File: src/rtl/tmvp_tile_scheduler_if.sv
// Scheduler <-> TMVP core, result RAM and AXI-Stream output bundle.
// master = scheduler side, slave = core/RAM/stream-sink side.
interface tmvp_tile_scheduler_if #(
  parameter int N         = 512,
  parameter int SIZE_TMVP = 32,
  parameter int OUT_WIDTH = 17
);
  localparam int NB   = N / SIZE_TMVP;
  localparam int NB_W = (NB > 1) ? $clog2(NB) : 1;
  localparam int A_W  = $clog2(N);

  logic                 blk_start;
  logic [NB_W-1:0]      blk_row;
  logic [NB_W-1:0]      blk_col;
  logic                 blk_first;
  logic                 blk_done;
  logic                 acc_rd_en;
  logic [A_W-1:0]       acc_rd_addr;
  logic [OUT_WIDTH-1:0] acc_rd_data;
  logic [OUT_WIDTH-1:0] m_axis_tdata;
  logic                 m_axis_tvalid;
  logic                 m_axis_tready;
  logic                 m_axis_tlast;

  modport master (
    output blk_start, blk_row, blk_col, blk_first,
    input  blk_done,
    output acc_rd_en, acc_rd_addr,
    input  acc_rd_data,
    output m_axis_tdata, m_axis_tvalid, m_axis_tlast,
    input  m_axis_tready
  );

  modport slave (
    input  blk_start, blk_row, blk_col, blk_first,
    output blk_done,
    input  acc_rd_en, acc_rd_addr,
    output acc_rd_data,
    input  m_axis_tdata, m_axis_tvalid, m_axis_tlast,
    output m_axis_tready
  );
endinterface

File: src/rtl/tmvp_tile_scheduler.sv
// TMVP tile sequencer: NB*NB row-major tiles, one outstanding, then streams REAL_N results with full tready backpressure.
// Optional TMVP_SCHED_CYCLE_CNT_EN adds a saturating 32-bit busy-cycle counter output.
module tmvp_tile_scheduler #(
  parameter int N         = 512,
  parameter int SIZE_TMVP = 32,
  parameter int REAL_N    = 509,
  parameter int OUT_WIDTH = 17
) (
  input  logic clk,
  input  logic reset,
  input  logic start,
  output logic busy,
  output logic done,
`ifdef TMVP_SCHED_CYCLE_CNT_EN
  output logic [31:0] cycle_count,
`endif
  tmvp_tile_scheduler_if.master sched
);
  localparam int NB   = N / SIZE_TMVP;
  localparam int NB_W = (NB > 1) ? $clog2(NB) : 1;
  localparam int A_W  = $clog2(N);
  localparam logic [NB_W-1:0] LAST_IDX  = NB_W'(NB - 1);
  localparam logic [A_W:0]    REAL_N_C  = (A_W + 1)'(REAL_N);
  localparam logic [A_W-1:0]  LAST_ADDR = A_W'(REAL_N - 1);

  typedef enum logic [2:0] {S_IDLE, S_ISSUE, S_WAIT, S_DRAIN, S_FINISH} state_t;
  state_t state;

  logic                 blk_start_r;
  logic                 blk_first_r;
  logic [NB_W-1:0]      row;
  logic [NB_W-1:0]      col;
  logic                 rd_en;
  logic [A_W-1:0]       rd_addr;
  logic [A_W:0]         rd_next;
  logic                 inflight;
  logic                 inflight_last;
  logic [OUT_WIDTH-1:0] fifo_dat [2];
  logic                 fifo_last [2];
  logic [1:0]           fifo_cnt;
  logic                 wr_ptr;
  logic                 rd_ptr;

  logic                 fifo_vld;
  logic                 head_vld;
  logic [OUT_WIDTH-1:0] head_dat;
  logic                 head_last;
  logic                 beat;
  logic                 push;
  logic                 pop;
  logic [1:0]           cnt_nxt;
  logic                 rd_room;
  logic                 more_reads;

  // An empty FIFO forwards the returning RAM word straight to the stream, so
  // the first beat is visible the cycle the data arrives; it is captured only
  // if the sink does not take it that cycle.
  always_comb begin
    fifo_vld   = (fifo_cnt != 2'd0);
    head_vld   = fifo_vld | inflight;
    head_dat   = fifo_vld ? fifo_dat[rd_ptr] : (inflight ? sched.acc_rd_data : '0);
    head_last  = fifo_vld ? fifo_last[rd_ptr] : (inflight & inflight_last);
    beat       = head_vld & sched.m_axis_tready;
    push       = inflight & ~(~fifo_vld & beat);
    pop        = beat & fifo_vld;
    cnt_nxt    = fifo_cnt + {1'b0, push} - {1'b0, pop};
    rd_room    = ({1'b0, cnt_nxt} + {2'b00, rd_en}) < 3'd2;
    more_reads = rd_next < REAL_N_C;
  end

  always_ff @(posedge clk) begin
    if (push) begin
      fifo_dat[wr_ptr]  <= sched.acc_rd_data;
      fifo_last[wr_ptr] <= inflight_last;
    end
  end

  always_ff @(posedge clk) begin
    if (reset) begin
      fifo_cnt      <= '0;
      wr_ptr        <= 1'b0;
      rd_ptr        <= 1'b0;
      inflight      <= 1'b0;
      inflight_last <= 1'b0;
    end else begin
      fifo_cnt      <= cnt_nxt;
      inflight      <= rd_en;
      inflight_last <= rd_en && (rd_addr == LAST_ADDR);
      if (push) wr_ptr <= ~wr_ptr;
      if (pop)  rd_ptr <= ~rd_ptr;
    end
  end

  // The launch pulse is registered on entry to WAIT; ISSUE is the turnaround
  // cycle between tiles, skipped on a fresh start to keep start->launch at 1.
  always_ff @(posedge clk) begin
    if (reset) begin
      state       <= S_IDLE;
      busy        <= 1'b0;
      done        <= 1'b0;
      blk_start_r <= 1'b0;
      blk_first_r <= 1'b0;
      row         <= '0;
      col         <= '0;
      rd_en       <= 1'b0;
      rd_addr     <= '0;
      rd_next     <= '0;
    end else begin
      blk_start_r <= 1'b0;
      blk_first_r <= 1'b0;
      done        <= 1'b0;
      rd_en       <= 1'b0;
      case (state)
        S_IDLE: begin
          if (start) begin
            row         <= '0;
            col         <= '0;
            busy        <= 1'b1;
            blk_start_r <= 1'b1;
            blk_first_r <= 1'b1;
            state       <= S_WAIT;
          end
        end
        S_ISSUE: begin
          blk_start_r <= 1'b1;
          blk_first_r <= (col == '0);
          state       <= S_WAIT;
        end
        S_WAIT: begin
          if (sched.blk_done && !blk_start_r) begin
            if (col == LAST_IDX) begin
              col <= '0;
              row <= row + 1'b1;
              if (row == LAST_IDX) begin
                rd_en   <= 1'b1;
                rd_addr <= '0;
                rd_next <= (A_W + 1)'(1);
                state   <= S_DRAIN;
              end else begin
                state <= S_ISSUE;
              end
            end else begin
              col   <= col + 1'b1;
              state <= S_ISSUE;
            end
          end
        end
        S_DRAIN: begin
          if (rd_room && more_reads) begin
            rd_en   <= 1'b1;
            rd_addr <= rd_next[A_W-1:0];
            rd_next <= rd_next + 1'b1;
          end
          if (beat && head_last) begin
            done  <= 1'b1;
            busy  <= 1'b0;
            state <= S_FINISH;
          end
        end
        S_FINISH: state <= S_IDLE;
        default:  state <= S_IDLE;
      endcase
    end
  end

`ifdef TMVP_SCHED_CYCLE_CNT_EN
  always_ff @(posedge clk) begin
    if (reset)
      cycle_count <= '0;
    else if (state == S_IDLE && start)
      cycle_count <= '0;
    else if (busy && cycle_count != '1)
      cycle_count <= cycle_count + 32'd1;
  end
`endif

  assign sched.blk_start     = blk_start_r;
  assign sched.blk_row       = row;
  assign sched.blk_col       = col;
  assign sched.blk_first     = blk_first_r;
  assign sched.acc_rd_en     = rd_en;
  assign sched.acc_rd_addr   = rd_addr;
  assign sched.m_axis_tdata  = head_dat;
  assign sched.m_axis_tvalid = head_vld;
  assign sched.m_axis_tlast  = head_last;
endmodule

File: src/flat_wrapper.sv
// flat-port wrapper written by rule: the top's interface ports become plain ports
module tmvp_tile_scheduler_flat 
#(
  parameter int N         = 512,
  parameter int SIZE_TMVP = 32,
  parameter int REAL_N    = 509,
  parameter int OUT_WIDTH = 17
)
  (clk, reset, start, busy, done, sched_blk_start, sched_blk_row, sched_blk_col, sched_blk_first, sched_blk_done, sched_acc_rd_en, sched_acc_rd_addr, sched_acc_rd_data, sched_m_axis_tdata, sched_m_axis_tvalid, sched_m_axis_tlast, sched_m_axis_tready);
  tmvp_tile_scheduler_if #(.N(N), .SIZE_TMVP(SIZE_TMVP), .OUT_WIDTH(OUT_WIDTH)) sched_i ();
  input  logic clk;
  input  logic reset;
  input  logic start;
  output logic busy;
  output logic done;
  output wire logic [$bits(sched_i.blk_start)-1:0] sched_blk_start;
  output wire logic [$bits(sched_i.blk_row)-1:0] sched_blk_row;
  output wire logic [$bits(sched_i.blk_col)-1:0] sched_blk_col;
  output wire logic [$bits(sched_i.blk_first)-1:0] sched_blk_first;
  input wire logic [$bits(sched_i.blk_done)-1:0] sched_blk_done;
  output wire logic [$bits(sched_i.acc_rd_en)-1:0] sched_acc_rd_en;
  output wire logic [$bits(sched_i.acc_rd_addr)-1:0] sched_acc_rd_addr;
  input wire logic [$bits(sched_i.acc_rd_data)-1:0] sched_acc_rd_data;
  output wire logic [$bits(sched_i.m_axis_tdata)-1:0] sched_m_axis_tdata;
  output wire logic [$bits(sched_i.m_axis_tvalid)-1:0] sched_m_axis_tvalid;
  output wire logic [$bits(sched_i.m_axis_tlast)-1:0] sched_m_axis_tlast;
  input wire logic [$bits(sched_i.m_axis_tready)-1:0] sched_m_axis_tready;
  assign sched_blk_start = sched_i.blk_start;
  assign sched_blk_row = sched_i.blk_row;
  assign sched_blk_col = sched_i.blk_col;
  assign sched_blk_first = sched_i.blk_first;
  assign sched_i.blk_done = sched_blk_done;
  assign sched_acc_rd_en = sched_i.acc_rd_en;
  assign sched_acc_rd_addr = sched_i.acc_rd_addr;
  assign sched_i.acc_rd_data = sched_acc_rd_data;
  assign sched_m_axis_tdata = sched_i.m_axis_tdata;
  assign sched_m_axis_tvalid = sched_i.m_axis_tvalid;
  assign sched_m_axis_tlast = sched_i.m_axis_tlast;
  assign sched_i.m_axis_tready = sched_m_axis_tready;
  tmvp_tile_scheduler #(.N(N), .SIZE_TMVP(SIZE_TMVP), .REAL_N(REAL_N), .OUT_WIDTH(OUT_WIDTH)) u_core (.clk(clk), .reset(reset), .start(start), .busy(busy), .done(done), .sched(sched_i));
endmodule
File: config.mk
export PLATFORM = sky130hd
export DESIGN_NAME = tmvp_tile_scheduler_flat
export DESIGN_NICKNAME = d
export VERILOG_FILES = /design/src/rtl/tmvp_tile_scheduler_if.sv /design/src/rtl/tmvp_tile_scheduler.sv /design/src/flat_wrapper.sv
export SDC_FILE = /design/constraint.sdc
export NUM_CORES = 1
export LEC_CHECK = 0
export CAP_MARGIN = 40
export CORE_ASPECT_RATIO = 1.1
export CORE_MARGIN = 2
export CORE_UTILIZATION = 52
export DETAILED_ROUTE_END_ITERATION = 10
export GPL_TIMING_DRIVEN = 1
export PLACE_DENSITY_LB_ADDON = 0.2
export SLEW_MARGIN = 20
export SYNTH_ARGS = -nofsm -noshare
export SYNTH_HDL_FRONTEND = slang
export SYNTH_SLANG_ARGS = --single-unit
export TNS_END_PERCENT = 100
File: constraint.sdc
create_clock -name clk -period 3.47 [get_ports clk]
set_input_delay 0.5205 -clock clk [delete_from_list [all_inputs] [get_ports clk]]
set_output_delay 0.5205 -clock clk [all_outputs]
set_load 0.05 [all_outputs]
==> results of run 1 <==
[power breakdown]
part	leakage [nW]	total, W	switching (W)	internal (W)
Combinational	0.722	0.000537	0.000349	0.000188
Clock	0.0931	0.000666	0.000329	0.000337
Sequential	0.668	0.000992	0.0000150	0.000977
Total	1.48	0.00220	0.000693	0.00150
[state kept, by name (all words and copies together) (netlist names), named ones only]
signal	count
u_core.inflight	1
u_core.done	1
u_core.sched.blk_first	1
u_core.rd_ptr	1
u_core.inflight_last	1
u_core.sched.acc_rd_addr	9
u_core.sched.acc_rd_en	1
u_core.fifo_cnt	2
u_core.fifo_dat	34
u_core.rd_next	10
u_core.sched.blk_row	4
u_core.sched.blk_col	4
u_core.wr_ptr	1
u_core.busy	1
u_core.sched.blk_start	1
u_core.state	3
u_core.fifo_last	2
[metal layers]
metal  GRT usage (%)  routed length, µm
met2           33.31               3427
met3           3.535                234
met1           25.46               3143
met4           9.245                 87
met5               0                  0
[stage by stage]
step | setup slack (ns) | utilization (%) | area [µm²] | hold slack, ns
floorplan | 0.9586 | - | 3441 | 0.4259
global placement | 0.4690 | 64.03 | 4148 | 0.4534
detailed placement | 0.4509 | 64.03 | 4148 | 0.4585
CTS | 0.4983 | 67.10 | 4347 | 0.4712
global route | 0.3814 | 67.10 | 4347 | 0.4988
finish | 0.5210 | 67.10 | 4347 | 0.4696
[worst max-delay path by stage]
stage                              from                      to  slack [ns]  cells past startpoint
floorplan                      register  sched_m_axis_tdata[10]        0.96                      4
global placement    sched_m_axis_tready       u_core.rd_next[6]        0.47                     10
detailed placement  sched_m_axis_tready       u_core.rd_next[6]        0.45                     10
CTS                  u_core.fifo_cnt[1]   sched_m_axis_tdata[7]        0.50                      5
global route         u_core.fifo_cnt[1]   sched_m_axis_tdata[7]        0.38                      5
finish               u_core.fifo_cnt[1]   sched_m_axis_tdata[7]        0.52                      5
[tightest hold or removal path: stages, from the launching register on]
cell and delay, ns:
dfxtp_1 0.31, inv_1 0.07, nor4_1 0.05
[layout by cell type, fill, tap and decap left out, drive strengths merged, types with 2 or more instances in the layout]
| cell type | n |
|---|---|
| clkdlybuf4s50 | 62 |
| dfxtp | 42 |
| edfxtp | 36 |
| nor2 | 30 |
| o21ai | 27 |
| nand3 | 26 |
| mux2i | 20 |
| a21oi | 19 |
| inv | 17 |
| nand2 | 16 |
| clkbuf | 10 |
| a211oi | 10 |
| buf | 9 |
| nor2b | 8 |
| ha | 7 |
| xnor2 | 5 |
| o31ai | 5 |
| nand2b | 5 |
| xor2 | 4 |
| nor4 | 3 |
| a21boi | 2 |
| or3 | 2 |
| and2 | 2 |
| nand3b | 2 |
| or2 | 2 |
| nor3 | 2 |
| and4 | 2 |
| a21o | 2 |
| o21a | 2 |
| a31oi | 2 |
| nand4b | 2 |
| nand4 | 2 |
| clkinv | 2 |
| clkinvlp | 2 |
[logic make-up (layout without fill, tap and decap cells)]
| group | count (synthesis) | in the layout | share of synthesized area (%) |
|---|---|---|---|
| compound gates | 71 | 71 | 12.95 |
| xor+xnor | 9 | 9 | 2.291 |
| fa+ha+maj | 7 | 7 | 2.545 |
| buf+inv | 35 | 103 | 4.327 |
| flops | 78 | 78 | 55.85 |
| mux | 20 | 20 | 5.818 |
| simple gates | 107 | 107 | 16.22 |
[cell type report]
cell class / count / share of cell area [%]
sequential: 78 / 44.21
clock inverter: 6 / 1.641
timing repair buffer: 71 / 15.83
multi-input combinational: 214 / 31.64
tap: 82 / 2.360
inverter: 16 / 1.382
clock buffer: 10 / 2.936
[synthesized netlist by cell type (3+ instances only)]
cell and number:
o21ai_0 27, a21oi_2 3, nor2_1 30, xor2_1 4, inv_1 16, nand3_1 26, xnor2_1 5, a211oi_1 8
clkbuf_1 9, buf_2 7, mux2i_1 20, nand2b_1 4, edfxtp_1 36, a21oi_1 16, nor2b_1 8, nand2_1 16
ha_1 7, o31ai_1 5, dfxtp_1 42
==> flow_summary_export.csv, run 1 <==
group,metric,value,unit
floorplanning,die_y,89.32,µm
route,dr.pass1.iters,4,
timing,slew_violations,0,
power,powerDensity,505.1,nW/µm²
timing,clock-skew-final,0.01059,ns
placed_design,dpl.hpwl,4867,µm
timing,fin_crit,2.949,ns
clocking,clk_path_buf_depth,2,
outcome,outcome,"finished clean",
final_layout,regArea,1922,µm²
setup_path,r2r_setup_slack,0.74,ns
clocking,cts_hold_buf,0,
grt,grt-ovfl-total,0,
grt,grt_usage,20.03,%
route,avgViaCountPerCell,5.386,
worst_hold_path,hold_end,"u_core.inflight_last",
worst_hold_path,hold_start,"u_core.sched.acc_rd_addr[2]",
setup_path,crit_family,"buffers and inverters",
floorplanning,die_w,81.56,µm
floorplanning,coreArea,6477,µm²
timing,hold_viol,0,
final_layout,multiInputGateArea,1375,µm²
yosys,async_flop_share,0,%
yosys,synth_edf_count,36,
final_layout,num_antenna_cells,0,
power,ir_drop,0.2840,mV
placed_design,placedCellCount,461,
floorplanning,floorplan.initialDensity,53.12,%
clocking,clock_latency,0.34,ns
clocking,cts_setup_buffers,0,
grt,antenna_found_initial,0,
yosys,avgSynthCellArea,10.52,µm²
route,drt_wl_total,6893,µm
yosys,synth_top_area_cell,"edfxtp_1",
power,p_total,0.002195,W
clocking,clock_tree.root_cell,"clkbuf_8",
clocking,cts_buffers,9,
yosys,synth.ff_latch_count,78,
setup_path,cp_data_required_time,2.95,ns
yosys,ys_seq_area_share,55.85,%
setup_path,crit_fanout,28,
setup_path,slowest_delay,0.84,ns
timing,finalSetupViolCount,0,
yosys,syn_nets,356,
timing,worstMarginPinSlew,0.7102,ns
setup_path,critPathCaptureType,"primary output",
clocking,cts_num_sinks,78,
yosys,synth_cell_types,42,
grt,grt_pass1_wl,11070,µm
clocking,ctsResizeCount,0,
yosys,synthFlopType,"dfxtp_1",
floorplanning,dieArea,7285,µm²
timing,clock.fmax,339.1,MHz
route,drc,0,
yosys,synth_top_area_share,31.42,%
setup_path,rr_startpoint,"u_core.fifo_cnt[1]",
final_layout,instances_no_fill,477,
flow_run,cap_violations,0,
final_layout,syn2layout_area_growth,26.33,%
setup_path,critPathKind,"register to primary output",
final_layout,nFillCells,499,
clocking,path_clk_slew,0.08,ns
timing,post-route-period-util,84.99,%
yosys,synthTopCellsByArea,"edfxtp_1 31%, dfxtp_1 24%, mux2i_1 5.8%",
power,p_leak,1.483,nW
placed_design,portBuffers,62,
setup_path,crit_slowest_cell,"clkdlybuf4s50_1",
route,dr.first_iter.drc_count,142,
grt,grt_max_degree,29,
setup_path,r2r-end,"u_core.rd_next[6]",
worst_hold_path,hold_class,"register to register",
worst_hold_path,min_path_cells,2,
timing,relSlewSlack,52.51,%
route,wl_per_cell,14.45,µm
yosys,syn_area,3441,µm²
final_layout,drive_gt1_share,9.367,%
clocking,cts_tree,"done",
setup_path,cp-start-kind,"register",
placed_design,place_congestion,0.8175,
clocking,htreeDepth,3,
grt,grt_pass1_vias,2362,
route,via_count,2569,
floorplanning,row_count,31,
setup_path,r2r_cells,10,
floorplanning,num_io_pins,63,
yosys,syn_inst,327,
final_layout,nets,419,
setup_path,crit_arrival,2.43,ns
yosys,yosys_warnings,0,
setup_path,cp_num_buf_inv,2,
route,ant_nets,0,
setup_path,critical_path.cell_chain,"nor2_2 -> buf_4 -> nand3_1 -> o21ai_0 -> clkdlybuf4s50_1",
timing,grt_setup_unrepaired,"no",
timing,setup_tns,0,ns
(Power assumes the default switching activity.)
==> run 2, diff against run 1 <==
--- a/config.mk
+++ b/config.mk
@@ -8,7 +8,7 @@
 export CAP_MARGIN = 40
 export CORE_ASPECT_RATIO = 1.1
 export CORE_MARGIN = 2
-export CORE_UTILIZATION = 52
+export CORE_UTILIZATION = 47
 export DETAILED_ROUTE_END_ITERATION = 10
 export GPL_TIMING_DRIVEN = 1
 export PLACE_DENSITY_LB_ADDON = 0.2
==> constraint.sdc (replaced) <==
create_clock -name clk -period 2.6 [get_ports clk]
set_input_delay 0.39 -clock clk [delete_from_list [all_inputs] [get_ports clk]]
set_output_delay 0.39 -clock clk [all_outputs]
set_load 0.05 [all_outputs]
==> flow_summary_export.csv, run 2 (synthesis results as in run 1) <==
group,metric,value,unit
setup_path,slowest_delay,0.49,ns
timing,whs,0.4579,ns
setup_path,crit_top_cell,"ha_1",
grt,grt_pass1_vias,2454,
timing,worstMarginPinSlew,0.5928,ns
setup_path,crit_slowest_cell,"clkdlybuf4s50_1",
final_layout,regArea,1922,µm²
floorplanning,die_y,93.74,µm
setup_path,crit_family,"compound AO/OA/AOI/OAI gates",
power,ir_drop,0.4833,mV
setup_path,critPathCaptureType,"register",
timing,clock.fmax,421.3,MHz
timing,post-route-period-util,91.30,%
worst_hold_path,hold_class,"register to register",
setup_path,crit_arrival,2.60,ns
grt,grt_max_degree,36,
final_layout,layout_common_cells,"44 x clkdlybuf4s50_1, 42 x dfxtp_1, 36 x edfxtp_1",
clocking,clock_latency,0.34,ns
grt,antenna_found_initial,0,
final_layout,layout_commonest_cell,"clkdlybuf4s50_1",
clocking,clock_tree.root_cell,"clkbuf_8",
clocking,ctsResizeCount,0,
setup_path,crit_cells,10,
timing,fin_crit,2.374,ns
clocking,clk_path_buf_depth,2,
route,avgViaCountPerCell,5.290,
final_layout,nFillCells,555,
worst_hold_path,min_path_cells,0,
route,dr.first_iter.drc_count,53,
clocking,htreeDepth,3,
timing,hold_viol,0,
final_layout,nets,425,
flow_run,cap_violations,0,
timing,slew_violations,0,
placed_design,dpl.hpwl,4842,µm
final_layout,multiInputGateArea,1375,µm²
timing,relSlewSlack,59.35,%
grt,grt_usage,17.68,%
worst_hold_path,hold_end,"u_core.fifo_last[1]",
setup_path,cp_num_buf_inv,2,
route,ant_nets,0,
floorplanning,floorplan.initialDensity,48.83,%
setup_path,rr_startpoint,"u_core.fifo_cnt[1]",
final_layout,syn2layout_area_growth,33.82,%
route,via_count,2571,
final_layout,drive_gt1_share,15.21,%
timing,grt_setup_unrepaired,"no",
grt,grt_pass1_wl,11260,µm
route,drt_wl_total,6796,µm
placed_design,place_congestion,0.8140,
floorplanning,coreArea,7047,µm²
floorplanning,num_io_pins,63,
setup_path,cp_data_required_time,2.83,ns
setup_path,crit_fanout,6,
outcome,outcome,"finished clean",
final_layout,num_antenna_cells,0,
clocking,cts_hold_buf,0,
setup_path,cp-start-kind,"input pin",
setup_path,r2r-end,"u_core.rd_next[6]",
clocking,cts_tree,"done",
route,dr.pass1.iters,4,
route,drc,0,
final_layout,largest_reg_flops,34,
clocking,cts_num_sinks,78,
setup_path,r2r_cells,10,
final_layout,fin_util,65.34,%
floorplanning,dieArea,8022,µm²
placed_design,portBuffers,62,
clocking,cts_buffers,9,
final_layout,regMostFlops,"u_core.fifo_dat",
timing,clock-skew-final,0.008368,ns
clocking,path_clk_slew,0.07,ns
setup_path,r2r_setup_slack,0.34,ns
power,powerDensity,683.4,nW/µm²
grt,grt-ovfl-total,0,
setup_path,critPathKind,"input pin to register",
timing,finalSetupViolCount,0,
clocking,cts_setup_buffers,0,
power,p_leak,1.620,nW
floorplanning,die_w,85.58,µm
route,wl_per_cell,13.98,µm
floorplanning,row_count,32,
worst_hold_path,hold_start,"u_core.inflight_last",
setup_path,critical_path.cell_chain,"clkdlybuf4s50_1 -> nor2b_1 -> ha_1 -> inv_1 -> ha_1 -> a21o_1 -> a211oi_2 -> and2_1 -> nand2b_2 -> o41ai_1",
[run 2: report_power, final]
part	leakage (nW)	internal (W)	total, W	switching, W
sequential	0.668	0.00130	0.00133	0.0000276
combinational	0.842	0.000366	0.000855	0.000489
clock	0.110	0.000541	0.000961	0.000420
[run 2: worst max-delay path by stage]
stage / start / end / slack, ns
2_1_floorplan: u_core.fifo_cnt[1] / u_core.rd_next[6] / 0.13
4_1_cts: sched_m_axis_tready / u_core.rd_next[6] / 0.20
3_5_place_dp: sched_m_axis_tready / u_core.rd_next[6] / -0.15
5_1_grt: sched_m_axis_tready / u_core.rd_next[4] / 0.008
6_report: sched_m_axis_tready / u_core.rd_next[6] / 0.23
3_3_place_gp: sched_m_axis_tready / u_core.rd_next[1] / -0.07
[run 2: stage by stage]
stage	cell area, µm²	total power, W	worst slack (ns)	instances	setup TNS, ns
detailed placement	4389	0.002220	-0.1459	470	-1.222
floorplan	3441	0.001841	0.1349	327	0
finish	4604	0.003147	0.2263	486	0
CTS	4604	0.003180	0.2020	486	0
global route	4604	0.003273	0.007633	486	0
global placement	4389	0.002213	-0.07348	470	-0.5622
[run 2: area by class of cell]
| type | count | area share (%) |
|---|---|---|
| clock inverter | 6 | 1.902 |
| inverter | 16 | 1.304 |
| tap | 85 | 2.310 |
| timing repair buffer | 77 | 20.11 |
| multi-input combinational | 214 | 29.86 |
| clock buffer | 10 | 2.772 |
| sequential | 78 | 41.74 |
[run 2: per-layer routing]
layer / wire length, µm / up-vias / track usage, %
li1: - / 1304 / -
met1: 3082 / 1199 / 21.93
met2: 3282 / 57 / 29.69
met3: 298 / 11 / 4.130
met4: 133 / 0 / 7.143
met5: 0 / - / 0
==> run 3, diff against run 2 <==
--- a/config.mk
+++ b/config.mk
@@ -8,7 +8,7 @@
 export CAP_MARGIN = 40
 export CORE_ASPECT_RATIO = 1.1
 export CORE_MARGIN = 2
-export CORE_UTILIZATION = 47
+export CORE_UTILIZATION = 40
 export DETAILED_ROUTE_END_ITERATION = 10
 export GPL_TIMING_DRIVEN = 1
 export PLACE_DENSITY_LB_ADDON = 0.2
==> flow_summary_export.csv, run 3 (synthesis results as in run 1) <==
group,metric,value,unit
final_layout,syn2layout_area_growth,34.29,%
setup_path,rr_startpoint,"u_core.fifo_cnt[1]",
floorplanning,die_w,92.43,µm
timing,worstMarginPinSlew,0.5299,ns
floorplanning,dieArea,9361,µm²
setup_path,cp_data_required_time,2.84,ns
grt,grt_max_degree,36,
final_layout,layout_commonest_cell,"clkdlybuf4s50_1",
grt,grt_pass1_wl,11700,µm
setup_path,critPathKind,"input pin to register",
worst_hold_path,hold_class,"register to register",
clocking,clk_path_buf_depth,2,
grt,grt-ovfl-total,0,
timing,slew_violations,0,
final_layout,fin_util,55.24,%
placed_design,dpl.hpwl,5159,µm
final_layout,nets,427,
placed_design,portBuffers,62,
clocking,clock_latency,0.35,ns
outcome,outcome,"finished clean",
placed_design,dpl_worst_slack,-0.1661,ns
setup_path,critical_path.cell_chain,"clkdlybuf4s50_1 -> nor2b_1 -> ha_1 -> inv_1 -> ha_1 -> a21o_1 -> a211oi_2 -> buf_4 -> a211oi_2 -> o21ai_0 -> o41ai_1",
timing,clock.fmax,415.7,MHz
setup_path,cp-start-kind,"input pin",
clocking,cts_hold_buf,0,
setup_path,crit_arrival,2.65,ns
timing,clock-skew-final,0.01042,ns
route,dr.pass1.iters,4,
final_layout,num_antenna_cells,0,
setup_path,critPathCaptureType,"register",
route,drt_wl_total,7396,µm
floorplanning,die_y,101.3,µm
grt,antenna_found_initial,0,
clocking,cts_num_sinks,78,
final_layout,drive_gt1_share,15.63,%
timing,relSlewSlack,63.67,%
timing,fin_crit,2.406,ns
clocking,ctsResizeCount,0,
final_layout,regMostFlops,"u_core.fifo_dat",
floorplanning,row_count,35,
route,wl_per_cell,14.39,µm
clocking,cts_buffers,9,
clocking,cts_setup_buffers,0,
flow_run,cap_violations,0,
worst_hold_path,hold_start,"u_core.inflight_last",
route,avgViaCountPerCell,5.043,
timing,setup_tns,0,ns
route,ant_nets,0,
setup_path,crit_fanout,10,
power,powerDensity,660.0,nW/µm²
clocking,path_clk_slew,0.09,ns
timing,grt_setup_unrepaired,"no",
floorplanning,num_io_pins,63,
power,p_leak,1.613,nW
route,via_count,2592,
clocking,htreeDepth,3,
route,dr.first_iter.drc_count,80,
clocking,cts_tree,"done",
placed_design,place_congestion,0.8162,
setup_path,slowest_delay,0.49,ns
route,drc,0,
floorplanning,coreArea,8364,µm²
grt,grt_usage,15.98,%
setup_path,critPathLaunch,"sched_m_axis_tready",
timing,setup_ws,0.1942,ns
timing,hold_viol,0,
timing,post-route-period-util,92.53,%
grt,grt_pass1_vias,2472,
final_layout,largest_reg_flops,34,
setup_path,crit_slowest_cell,"clkdlybuf4s50_1",
clocking,clock_tree.root_cell,"clkbuf_8",
final_layout,layout_common_cells,"44 x clkdlybuf4s50_1, 42 x dfxtp_1, 36 x edfxtp_1",
power,ir_drop,0.3396,mV
floorplanning,floorplan.initialDensity,41.14,%
timing,finalSetupViolCount,0,
==> run 3: cell types whose count changed in the layout (fill, tap and decap cells not counted), sizes merged <==
cell	delta
clkinvlp	+1
clkbuf	-1
buf	+2
bufinv	-2
clkinv	-2
inv	+4
==> run 3: report_power, final <==
group          switching [W]  internal, W
clock network       0.000495     0.000366
logic               0.000502     0.000363
registers          0.0000204      0.00130
total                0.00102      0.00203
==> run 3: through the flow <==
| stage | area, µm² | hold WS (ns) | power [W] | std cells |
|---|---|---|---|---|
| floorplan | 3441 | 0.4259 | 0.001841 | 327 |
| CTS | 4621 | 0.4752 | 0.003074 | 514 |
| global route | 4621 | 0.5026 | 0.003162 | 514 |
| detailed placement | 4434 | 0.4538 | 0.002224 | 498 |
| global placement | 4434 | 0.4384 | 0.002215 | 498 |
| finish | 4621 | 0.4674 | 0.003050 | 514 |
==> run 3: layout make-up <==
| class | instances | area (µm²) |
|---|---|---|
| clock buffer | 9 | 123.9 |
| clock inverter | 7 | 62.56 |
| fill | 757 | 3744 |
| inverter | 16 | 60.06 |
| multi-input combinational | 214 | 1373 |
| sequential | 78 | 1922 |
| tap | 111 | 138.9 |
| timing repair buffer | 79 | 940.9 |
==> run 3: layer usage <==
| layer | global-route usage [%] | share of wire [%] |
|---|---|---|
| met1 | 20.03 | 46 |
| met2 | 26.84 | 49 |
| met3 | 2.753 | 3.6 |
| met4 | 7.922 | 1.7 |
| met5 | 0 | 0 |
==> run 3: worst max-delay path, delay by kind of cell <==
family,cells,cell delay (ns)
fa+ha+maj,2,0.48
buf+inv,3,0.76
simple gates,1,0.21
compound gates,5,0.80
==> run 3: path summary, 6_finish.rpt <==
check / to / slack [ns] / cells past startpoint
min reg2reg: u_core.fifo_last[0] / 0.47 / 0
max: u_core.rd_next[6] / 0.19 / 11
max reg2reg: u_core.rd_next[6] / 0.31 / 11
min: u_core.fifo_last[0] / 0.47 / 0
